--- src/rtl/led_bank_sequencer.sv ---
// led_bank_sequencer: DIP-switch driven pattern sequencer for three LED banks
// plus an 8-bit status bank. All switch inputs are double-synchronized; a
// tick-paced IDLE/LOAD/RUN/PAUSE FSM steps one of four patterns.
// Optional feature: define LED_SEQ_PWM_EN to build a 4-bit PWM brightness
// gate on lb0..lb2 (dsw1[7:4]); without it the banks are ungated.
module led_bank_sequencer #(
    parameter int TICK_DIV = 10_000_000
) (
    input  logic       clk,
    input  logic       rst,
    input  logic [7:0] dsw0,
    input  logic [7:0] dsw1,
    input  logic [7:0] dsw2,
    output logic [7:0] lb0,
    output logic [7:0] lb1,
    output logic [7:0] lb2,
    output logic [7:0] led
);
    localparam int PW = $clog2(TICK_DIV);
    localparam logic [PW-1:0] PRESC_MAX = PW'(TICK_DIV - 1);

    typedef enum logic [1:0] {
        S_IDLE  = 2'd0,
        S_LOAD  = 2'd1,
        S_RUN   = 2'd2,
        S_PAUSE = 2'd3
    } state_t;

    localparam logic [1:0] M_COUNT = 2'd0;
    localparam logic [1:0] M_CHASE = 2'd1;
    localparam logic [1:0] M_BANK  = 2'd2;
    localparam logic [1:0] M_PING  = 2'd3;

    state_t          state_q, state_d;
    logic [23:0]     sync1_q, sync1_d, sync2_q, sync2_d;
    logic [PW-1:0]   presc_q, presc_d;
    logic [7:0]      pat_q, pat_d;
    logic [1:0]      idx_q, idx_d;
    logic [1:0]      mode_q, mode_d;
    logic            bdir_q, bdir_d;    // ping-pong direction, 1 = moving right
    logic            hb_q, hb_d;
    logic [2:0][7:0] lb_q, lb_d;
    logic [7:0]      led_q, led_d;

    // Synchronized switch views
    logic [7:0] sw0, sw1, sw2;
    logic [1:0] mode_s;
    logic       run_s, dir_s, mode_chg, tick, lit;
    logic [2:0] en;
    logic [1:0] idx_up, idx_dn, idx_first, idx_second, idx_nxt;
    logic       unused_sw;

    assign sw0      = sync2_q[7:0];
    assign sw1      = sync2_q[15:8];
    assign sw2      = sync2_q[23:16];
    assign mode_s   = sw1[1:0];
    assign run_s    = sw1[2];
    assign dir_s    = sw1[3];
    assign en       = sw2[2:0];
    assign mode_chg = (mode_s != mode_q);
    assign tick     = (state_q == S_RUN) && (presc_q == PRESC_MAX);

`ifdef LED_SEQ_PWM_EN
    logic [3:0] pwm_q, pwm_d;
    logic [3:0] bright;
    assign bright    = sw1[7:4];
    assign lit       = (bright == 4'hF) || (pwm_q < bright);
    assign unused_sw = ^sw2[7:3];

    // Free-running PWM phase counter
    always_comb pwm_d = pwm_q + 4'd1;

    // PWM counter register
    always_ff @(posedge clk or posedge rst) begin
        if (rst) pwm_q <= '0;
        else     pwm_q <= pwm_d;
    end
`else
    assign lit       = 1'b1;
    assign unused_sw = ^{sw2[7:3], sw1[7:4]};
`endif

    // Two-stage switch synchronizer inputs
    always_comb begin
        sync1_d = {dsw2, dsw1, dsw0};
        sync2_d = sync1_q;
    end

    // Next enabled bank in the selected direction; holds if none other is enabled
    always_comb begin
        idx_up     = (idx_q == 2'd2) ? 2'd0 : idx_q + 2'd1;
        idx_dn     = (idx_q == 2'd0) ? 2'd2 : idx_q - 2'd1;
        idx_first  = dir_s ? idx_dn : idx_up;
        idx_second = dir_s ? idx_up : idx_dn;
        if (en[idx_first])       idx_nxt = idx_first;
        else if (en[idx_second]) idx_nxt = idx_second;
        else                     idx_nxt = idx_q;
    end

    // FSM next state, prescaler and pattern stepping
    always_comb begin
        state_d = state_q;
        presc_d = presc_q;
        pat_d   = pat_q;
        idx_d   = idx_q;
        mode_d  = mode_q;
        bdir_d  = bdir_q;
        hb_d    = hb_q;
        unique case (state_q)
            S_IDLE: begin
                if (run_s) state_d = S_LOAD;
            end
            S_LOAD: begin
                mode_d  = mode_s;
                idx_d   = 2'd0;
                bdir_d  = 1'b0;
                presc_d = '0;
                unique case (mode_s)
                    M_COUNT: pat_d = 8'h00;
                    M_CHASE: pat_d = dir_s ? 8'h80 : 8'h01;
                    M_BANK:  pat_d = 8'h00;   // bank mode shows dsw0 live
                    M_PING:  pat_d = 8'h01;
                endcase
                state_d = S_RUN;
            end
            S_RUN: begin
                presc_d = tick ? '0 : presc_q + PW'(1);
                if (tick) begin
                    hb_d = ~hb_q;
                    unique case (mode_q)
                        M_COUNT: pat_d = dir_s ? pat_q - 8'd1 : pat_q + 8'd1;
                        M_CHASE: pat_d = dir_s ? {pat_q[0], pat_q[7:1]}
                                               : {pat_q[6:0], pat_q[7]};
                        M_BANK:  idx_d = idx_nxt;
                        M_PING: begin
                            if (!bdir_q) begin
                                if (pat_q == 8'h80) begin
                                    bdir_d = 1'b1;
                                    pat_d  = 8'h40;
                                end else begin
                                    pat_d = pat_q << 1;
                                end
                            end else begin
                                if (pat_q == 8'h01) begin
                                    bdir_d = 1'b0;
                                    pat_d  = 8'h02;
                                end else begin
                                    pat_d = pat_q >> 1;
                                end
                            end
                        end
                    endcase
                end
                if (mode_chg)    state_d = S_LOAD;
                else if (!run_s) state_d = S_PAUSE;
            end
            S_PAUSE: begin
                if (mode_chg)   state_d = S_LOAD;
                else if (run_s) state_d = S_RUN;
            end
        endcase
    end

    // Registered bank and status outputs, one cycle behind the pattern state
    always_comb begin
        for (int n = 0; n < 3; n++) begin
            lb_d[n] = 8'h00;
            if (state_q != S_IDLE) begin
                if (mode_q == M_BANK) begin
                    if (idx_q == 2'(n) && en[n]) lb_d[n] = sw0;
                end else if (en[n]) begin
                    lb_d[n] = pat_q & sw0;
                end
            end
            if (!lit) lb_d[n] = 8'h00;
        end
        led_d = {hb_q, dir_s, idx_q, mode_q, state_q};
    end

    // State and output registers
    always_ff @(posedge clk or posedge rst) begin
        if (rst) begin
            state_q <= S_IDLE;
            sync1_q <= '0;
            sync2_q <= '0;
            presc_q <= '0;
            pat_q   <= '0;
            idx_q   <= '0;
            mode_q  <= '0;
            bdir_q  <= 1'b0;
            hb_q    <= 1'b0;
            lb_q    <= '0;
            led_q   <= '0;
        end else begin
            state_q <= state_d;
            sync1_q <= sync1_d;
            sync2_q <= sync2_d;
            presc_q <= presc_d;
            pat_q   <= pat_d;
            idx_q   <= idx_d;
            mode_q  <= mode_d;
            bdir_q  <= bdir_d;
            hb_q    <= hb_d;
            lb_q    <= lb_d;
            led_q   <= led_d;
        end
    end

    assign lb0 = lb_q[0];
    assign lb1 = lb_q[1];
    assign lb2 = lb_q[2];
    assign led = led_q;

endmodule
--- config.mk ---
export PLATFORM = sky130hd
export DESIGN_NAME = led_bank_sequencer
export DESIGN_NICKNAME = d
export VERILOG_FILES = /design/src/rtl/led_bank_sequencer.sv
export SDC_FILE = /design/constraint.sdc
export NUM_CORES = 1
export LEC_CHECK = 0
export CAP_MARGIN = 10
export CORE_MARGIN = 4
export CORE_UTILIZATION = 45
export DETAILED_ROUTE_END_ITERATION = 10
export GPL_TIMING_DRIVEN = 0
export PLACE_DENSITY = 0.67
export SLEW_MARGIN = 30
export SYNTH_ARGS = -nofsm -noshare
export SYNTH_HDL_FRONTEND = slang
export SYNTH_SLANG_ARGS = --single-unit
export TNS_END_PERCENT = 5
--- constraint.sdc ---
create_clock -name clk -period 4.05 [get_ports clk]
set_clock_uncertainty 0.1 [all_clocks]
set_input_delay 1.215 -clock clk [delete_from_list [all_inputs] [get_ports clk]]
set_output_delay 1.215 -clock clk [all_outputs]
set_load 0.05 [all_outputs]
After elaboration in Yosys (flattened, before gate mapping)
Index checks and enable logic that the tools add are counted.
- input port bits: 26
- memory bits (read-only): 0
- output and inout bits: 32
- latch bits: 0
- flip-flop bits (word level): 110
- memories kept: 0
- logic and storage cells: 110
- memory bits (writable): 0
- multipliers: 0
- muxes and demuxes: 49
- $add $sub $neg: 5
- bitwise operators: 2
- reductions and logical operators: 16
- shift-type cells: 0
- $lt $le $gt $ge: 2
- equality and inequality tests: 23
- divide/modulo/power cells: 0
- operators with widths (kind ; count):
    two-way mux 8 bit ; 18
    case mux 24 bit (2 select lines) ; 1
    case mux 8 bit (3 select lines) ; 2
    two-way mux 2 bit ; 13
    adder 24 x 1 -> 24 bit (second input constant) ; 1
    == test 24 bit (second input constant) ; 1
    two-way mux 24 bit ; 1
    case mux 8 bit (2 select lines) ; 1
    == test 2 bit (second input constant) ; 7
    AND reduction 3 bit ; 3
    adder 8 x 1 -> 8 bit (second input constant) ; 1
    AND 8 bit ; 1
    == test 2 x 1 -> 1 bit (second input constant) ; 4
    == test 8 x 1 -> 1 bit (second input constant) ; 1
    == test 8 bit (second input constant) ; 1
    zero test 2 bit ; 4
    case mux 2 bit (4 select lines) ; 1
    subtractor 8 x 1 -> 8 bit (second input constant) ; 1
    two-way mux 1 bit ; 7
    two-way mux 7 bit ; 1
    less-than comparator 2 x 3 -> 1 bit (second input constant) ; 2
    != test 3 bit (second input constant) ; 2
    binary-select mux 1 bit (select 2 bit) ; 2
    logical AND 1 bit ; 4
    14 further kinds ; 17

Logic depth before layout (Yosys ltp)
Gate-level depths: netlist (run 1).
- depth after elaboration: 10
- mapped depth: 8
- depth with buffers taken out: 7

Worst setup path before layout (run 1)
OpenSTA, ideal clock, no wires.
- path type: reg-to-reg
- start: reg presc_q[0]
- end: reg pat_q[0]
- data required time: 3.828 ns
- clock period less this slack: 2.151 ns
- buffers on the path: 1
- slack: 1.899 ns
- cell stages (with the launch flop): 8
- data arrival time: 1.928 ns
- library setup time: 0.122 ns
- path through: dfrtp_1 > ha_1 > nand2_1 > or4_1 > buf_6 > or3_4 > a211oi_2 > nor3_1
- longest elaborated chain between the ends: 4
- ends and longest elaborated chain (item ; line ; RTL):
    start, declared ; 36 ; logic [PW-1:0] presc_q, presc_d;
    start signal, assigned ; 198 ; presc_q <= presc_d;
    == test 24 bit ; 61 ; assign tick = (state_q == S_RUN) && (presc_q == PRESC_MAX);
    logical AND 1 bit ; 61 ;
    != test 2 bit (no line) ; - ;
    AND reduction 3 bit (no line) ; - ;
    end signal, assigned ; 199 ; pat_q <= pat_d;
    end, declared ; 37 ; logic [7:0] pat_q, pat_d;
No other way between the ends.
A chain may end at the register's enable or synchronous reset.

Final worst setup path (run 1)
- start: reg lb_q, in the netlist lb2[0]
- end: out lb2[0]
- RTL lines (item ; line ; RTL):
    start, declared ; 42 ; logic [2:0][7:0] lb_q, lb_d;
    start signal, assigned ; 204 ; lb_q <= lb_d;
    end, declared ; 16 ; output logic [7:0] lb2,
No word-level cell between the ends.

==> impl_metrics.yaml, run 1 <==
setup_path:
  cp_max_fo: 1
  origin_of_the_critical_flop_to_flop_path: "presc_q[0]"
  ff2ff_path_depth: 6
  worst_path_max_delay_cell: "clkdlybuf4s50_1"
  critical_path.top_delay_family: "buffers and inverters"
  critPathRequiredTime_ns: 2.73
  worst-path-buf-inv: 1
  timing.critical_path.to_type: "output port"
  worst_ep_arrival_time_ns: 1.56
  worstReg2RegEnd: "idx_q[0]"
  setup_slack_reg_to_reg_ns: 1.61
  critical_path.cell_chain: "clkdlybuf4s50_1"
  slowest_delay_ns: 0.81
  timing.critical_path.from_type: "flip-flop"
  crit_type: "flip-flop to output port"
timing:
  worst_slew_pin_slew_ns: 0.6958
  finalHoldViolations: 0
  final_critical_path_setup_slack_ns: 1.177
  hold-worst-slack_ns: 0.2549
  fmaxAchievable_mhz: 348.1
  setup_viol: 0
  final-max-slew-violation-count: 0
  clock_period_minus_worst_slack_ns: 2.873
  slew-limit-headroom_pct: 52.96
  timing.final.crit_share_pct: 70.94
  grt_setup_unrepaired: "no"
place:
  placedInstanceArea_mm2: 0.005527
  count_of_port_buffers_added_during_placement: 48
  dp_slack_ns: 1.572
  gp_congestion: 0.8726
  place.detailed.hpwl_um: 8006
finish:
  final_cell_area_mm2: 0.005762
  fraction_of_layout_cells_with_a_size_suffix_above_1_pct: 6.814
  n_antenna_cell: 0
  num-nets-final: 581
  most_frequent_cells_in_the_layout: "dfrtp_1 (102), nand2_1 (71), clkdlybuf4s50_1 (48)"
  layout_commonest_cell: "dfrtp_1"
  layout-area-overhead-vs-synth_pct: 18.96
pwr:
  netSwitchingFraction_pct: 41.27
  power_switching_w: 0.001317
  fraction_of_power_consumed_by_sequential_logic_pct: 37.0
  total_leakage_power_nw: 2.415
  total_power_w: 0.003192
  ir_worst_vdd_mv: 0.4016
  combPwrFrac_pct: 40.1
  total_power_density_per_cell_area_mw_per_mm2: 554.0
  relative_contribution_of_the_clock_network_to_total_power_pct: 22.9
  power_report.internal_total_w: 0.001875
die:
  ioPinCount: 58
  dieWidth_um: 111.7
  rows: 37
  floorplan.initialDensity_pct: 46.50
  fp.dieH_um: 111.7
  dieArea_mm2: 0.01249
  placeableCoreArea_mm2: 0.01042
global_routing:
  grt_pass1_vias: 3808
  grt-ovfl-total: 0
  antenna_found_initial: 0
  grtUsageTotal_pct: 18.84
  grt_pass1_wl_um: 19040
  grt_start_max_net_pins: 59
yosys:
  synth_cell_type_count: 63
  ys_dominant_reg_cell: "dfrtp_1"
  synthCells: 478
  synth_area_per_cell_um2: 10.13
  sequential_area_share_after_synthesis_pct: 52.70
  synth-warning-count: 0
  ys_async_sr_fraction_pct: 100.0
  syn-cell-area_mm2: 0.004843
  yosys_register_bits: 102
  synthesis.nets: 521
  synth_edf_count: 0
worst_hold_path:
  tightest_hold_check_type: "flip-flop to flip-flop"
  timing.hold.worst.start: "sync1_q[10]"
  timing.hold.worst_endpoint: "sync2_q[10]"
  min_path_cells: 0
clock_network:
  cts_inserted_buffers: 9
  cts.repair.resized: 0
  tritoncts: "yes"
  total_number_of_clock_tree_sinks: 102
  ctsHtreeMaxLevel: 3
  cts_root_buf: "clkbuf_8"
  clk_transition_reported_paths_ns: 0.10
  number_of_buffers_inserted_for_hold_repair_after_clock_tree_synthesis: 0
  clk_path_buf_depth: 2
  clk_latency_ns: 0.38
  number_of_setup_buffers_added_after_cts: 0
routing:
  drtPass1Iterations: 5
  viasPerCell: 5.722
  detailedRoute.firstIterationViolations: 332
  vias: 3885
  finalWirelength_um: 11430
  drc: 0
  postRouteAntennaNets: 0
  wl_per_cell_um: 16.83
outcome:
  status: "finished clean"
flow_run:
  drv_cap: 0
## kinds of logic (layout without fill, tap and decap cells)
group           Yosys count  after routing  synth area share, %
xor+xnor                 18             18                3.255
flops                   102            102                52.70
mux                       5              5                1.059
fa+ha+maj                17             17                4.392
buf+inv                  38            103                3.203
simple gates            180            180                18.83
compound gates          118            118                16.56
## layer usage
layer	up-vias	wire length, um	share of wire, %	global-route usage (%)
li1	1826	-	-	-
met3	15	610	5.3	4.946
met1	1926	5278	46	25.46
met5	-	0	0	0
met2	118	5387	47	29.74
met4	0	149	1.3	6.002
## worst max path at each step
stage                       end  cells after the start       start
finish                   lb2[0]                      1      lb2[0]
floorplan                bdir_q                      1         rst
CTS                      lb2[0]                      1      lb2[0]
global route             lb2[0]                      1      lb2[0]
detailed placement  presc_q[21]                      7  state_q[1]
global placement     state_q[0]                      2         rst
## final cells by class
type                    instances  area, um^2
inverters                      18       72.57
clock inverters                 7       106.4
multi-input cells             338        2141
fillers                       919        4654
repair buffers                 49       508.0
well taps                     136       170.2
flip-flops and latches        102        2552
plain buffers                  20       87.58
clock buffers                   9       123.9
## sequential cells by signal, summed over array words and instances, names as in the netlist
signal / count
presc_q: 24
lb2: 8
pat_q: 8
hb_q: 1
sync2_q: 15
lb1: 8
state_q: 2
bdir_q: 1
mode_q: 2
led: 8
sync1_q: 15
lb0: 8
idx_q: 2
## metrics by stage
| stage | instances | utilization, % | setup TNS, ns |
|---|---|---|---|
| 6_report | 679 | 55.32 | 0 |
| 5_1_grt | 679 | 55.32 | 0 |
| 4_1_cts | 679 | 55.27 | 0 |
| 3_5_place_dp | 663 | 53.06 | 0 |
| 3_3_place_gp | 662 | 52.74 | -135.01 |
| 2_1_floorplan | 478 | - | 0 |
## power by group through the flow
stage	logic (W)	registers [W]	clock network (W)
detailed placement	0.00126	0.00120	0
global placement	0.00123	0.00120	0
finish	0.00128	0.00118	0.000730
floorplan	0.000743	0.00133	0
global route	0.00139	0.00120	0.000796
CTS	0.00127	0.00118	0.000756
## cell usage after synthesis, drive strengths merged, types with 6 or more instances
library cell | number | area [um^2]
dfrtp | 102 | 2552
nand2 | 71 | 266.5
o22ai | 6 | 37.54
o211ai | 6 | 45.04
o21ai | 19 | 121.4
nand2b | 6 | 37.54
nor2 | 31 | 116.4
ha | 17 | 212.7
a21oi | 40 | 200.2
clkbuf | 12 | 45.04
xor2 | 14 | 122.6
nand4 | 8 | 50.05
nor3 | 9 | 45.04
and3 | 8 | 50.05
buf | 8 | 42.54
inv | 17 | 63.81
nand3 | 15 | 87.59
nor2b | 7 | 43.79
(Power assumes the default switching activity.)
==> inputs of run 2 (changes only) <==
Settings changed: PLACE_DENSITY 0.67 to 0.65.
Clock period 4.05 ns to 2.9 ns, I/O delays scaled along.
==> impl_metrics.yaml, run 2 (synthesis results as in run 1) <==
outcome:
  status: "finished clean"
timing:
  fmaxAchievable_mhz: 396.4
  final_setup_tns_ns: 0
  slew-limit-headroom_pct: 36.07
  clock_period_minus_worst_slack_ns: 2.523
  final-max-slew-violation-count: 0
  finalHoldViolations: 0
  grt_setup_unrepaired: "no"
  setup_viol: 0
  timing.final.crit_share_pct: 86.99
  worst_slew_pin_slew_ns: 0.9516
die:
  dieWidth_um: 111.7
  ioPinCount: 58
  dieArea_mm2: 0.01249
  rows: 37
  placeableCoreArea_mm2: 0.01042
  fp.dieH_um: 111.7
  floorplan.initialDensity_pct: 46.50
finish:
  n_antenna_cell: 0
  fillers: 920
  layout-area-overhead-vs-synth_pct: 20.56
  layout_commonest_cell: "dfrtp_1"
  fraction_of_layout_cells_with_a_size_suffix_above_1_pct: 7.143
  largest_register: "presc_q"
  finalNonFillerCells: 682
  num-nets-final: 584
  most_frequent_cells_in_the_layout: "dfrtp_1 (102), nand2_1 (71), clkdlybuf4s50_1 (48)"
  top_regs: "presc_q (24), sync1_q (15), sync2_q (15)"
  largest_register_ff_count: 24
routing:
  wl_per_cell_um: 16.34
  detailedRoute.firstIterationViolations: 301
  postRouteAntennaNets: 0
  drtPass1Iterations: 6
  vias: 3841
  finalWirelength_um: 11150
  viasPerCell: 5.632
  drc: 0
clock_network:
  cts_root_buf: "clkbuf_8"
  clk_transition_reported_paths_ns: 0.11
  clk_path_buf_depth: 2
  total_number_of_clock_tree_sinks: 102
  ctsHtreeMaxLevel: 3
  cts.repair.resized: 0
  clk_latency_ns: 0.37
  cts_inserted_buffers: 9
  tritoncts: "yes"
  number_of_setup_buffers_added_after_cts: 0
  number_of_buffers_inserted_for_hold_repair_after_clock_tree_synthesis: 0
setup_path:
  timing.critical_path.from: "state_q[1]"
  crit_type: "flip-flop to flip-flop"
  critical_path.cell_chain: "inv_1, ha_1, nand4_1, nor3_1, nand4_1, xor2_1, nor2_1"
  worst_path_most_repeated_cell: "nand4_1"
  origin_of_the_critical_flop_to_flop_path: "state_q[1]"
  slowest_delay_ns: 0.75
  critPathRequiredTime_ns: 3.07
  worst_ep_arrival_time_ns: 2.69
  worst_path_max_delay_cell: "nor3_1"
  timing.critical_path.from_type: "flip-flop"
  timing.critical_path.to_type: "flip-flop"
  cp_max_fo: 8
global_routing:
  grt_start_max_net_pins: 31
  grt_pass1_vias: 3756
  antenna_found_initial: 0
  grt_pass1_wl_um: 18800
  grt-ovfl-total: 0
  grtUsageTotal_pct: 18.39
flow_run:
  drv_cap: 0
place:
  place.detailed.hpwl_um: 8030
  count_of_port_buffers_added_during_placement: 48
  placedCellCount: 666
  gp_congestion: 0.8986
pwr:
  power_switching_w: 0.001831
  total_power_density_per_cell_area_mw_per_mm2: 765.4
  power_report.internal_total_w: 0.002638
  ir_worst_vdd_mv: 0.5258
  combPwrFrac_pct: 39.9
  relative_contribution_of_the_clock_network_to_total_power_pct: 23.2
  netSwitchingFraction_pct: 40.97
  fraction_of_power_consumed_by_sequential_logic_pct: 36.9
  total_leakage_power_nw: 2.453
worst_hold_path:
  tightest_hold_check_type: "flip-flop to flip-flop"
  timing.hold.worst.start: "sync1_q[10]"
-- run 2: cell types whose count changed in the layout (fill, tap and decap cells not counted) --
cell and delta:
nor3_2 -1, clkinv_4 -1, buf_16 +2, clkinv_8 +1
nor3_1 +1, buf_12 +1
-- run 2: critical path, delay by kind of cell, from the launching register on --
family	cells	cell delay [ns]
simple gates	4	1.16
buf+inv	1	0.11
flops	1	0.44
xor+xnor	1	0.19
fa+ha+maj	1	0.42
-- run 2: path summary, 6_finish.rpt --
path / slack (ns) / to / cells past startpoint
hold reg to reg: 0.26 / sync2_q[10] / 0
setup reg to reg: 0.38 / presc_q[11] / 7
setup / recovery: 0.38 / presc_q[11] / 7
min in group asynchronous: 0.72 / pat_q[1] / 2
max in group asynchronous: 1.34 / presc_q[13] / 4
hold / removal: 0.26 / sync2_q[10] / 0
-- run 2: through the flow --
| stage | utilization (%) | hold WS, ns | setup slack [ns] | instance area (um^2) | power, W |
|---|---|---|---|---|---|
| after floorplan | - | 0.2312 | 0.7124 | 4847 | 0.002900 |
| after global placement | 52.78 | 0.2314 | -0.2855 | 5498 | 0.003406 |
| after detailed placement | 53.77 | 0.2358 | 0.3868 | 5600 | 0.003448 |
| after CTS | 56.06 | 0.2575 | 0.3638 | 5839 | 0.004508 |
| after global routing | 56.06 | 0.2691 | 0.1441 | 5839 | 0.004755 |
| final | 56.06 | 0.2581 | 0.3773 | 5839 | 0.004469 |
-- run 2: per-layer routing --
metal	track usage [%]	part of all wire, %	vias to the layer above
met3	4.185	4.6	12
li1	-	-	1836
met4	4.542	1.1	0
met5	0	0	-
met2	29.22	48	92
met1	25.67	46	1901
-- run 2: layout make-up --
cell class / instances / area [um^2] / share of cell area (%)
multi-input cells: 338 / 2136 / 36.58
clock inverters: 7 / 115.1 / 1.971
repair buffers: 52 / 583.1 / 9.985
well taps: 136 / 170.2 / 2.914
plain buffers: 20 / 87.58 / 1.500
inverters: 18 / 71.32 / 1.221
flip-flops and latches: 102 / 2552 / 43.71
clock buffers: 9 / 123.9 / 2.121
-- run 2: power groups by stage --
stage / combinational, W / clock, W / sequential (W)
2_1_floorplan: 0.00104 / 0 / 0.00186
4_1_cts: 0.00178 / 0.00108 / 0.00165
5_1_grt: 0.00195 / 0.00113 / 0.00167
6_report: 0.00178 / 0.00104 / 0.00165
3_3_place_gp: 0.00173 / 0 / 0.00168
3_5_place_dp: 0.00177 / 0 / 0.00168
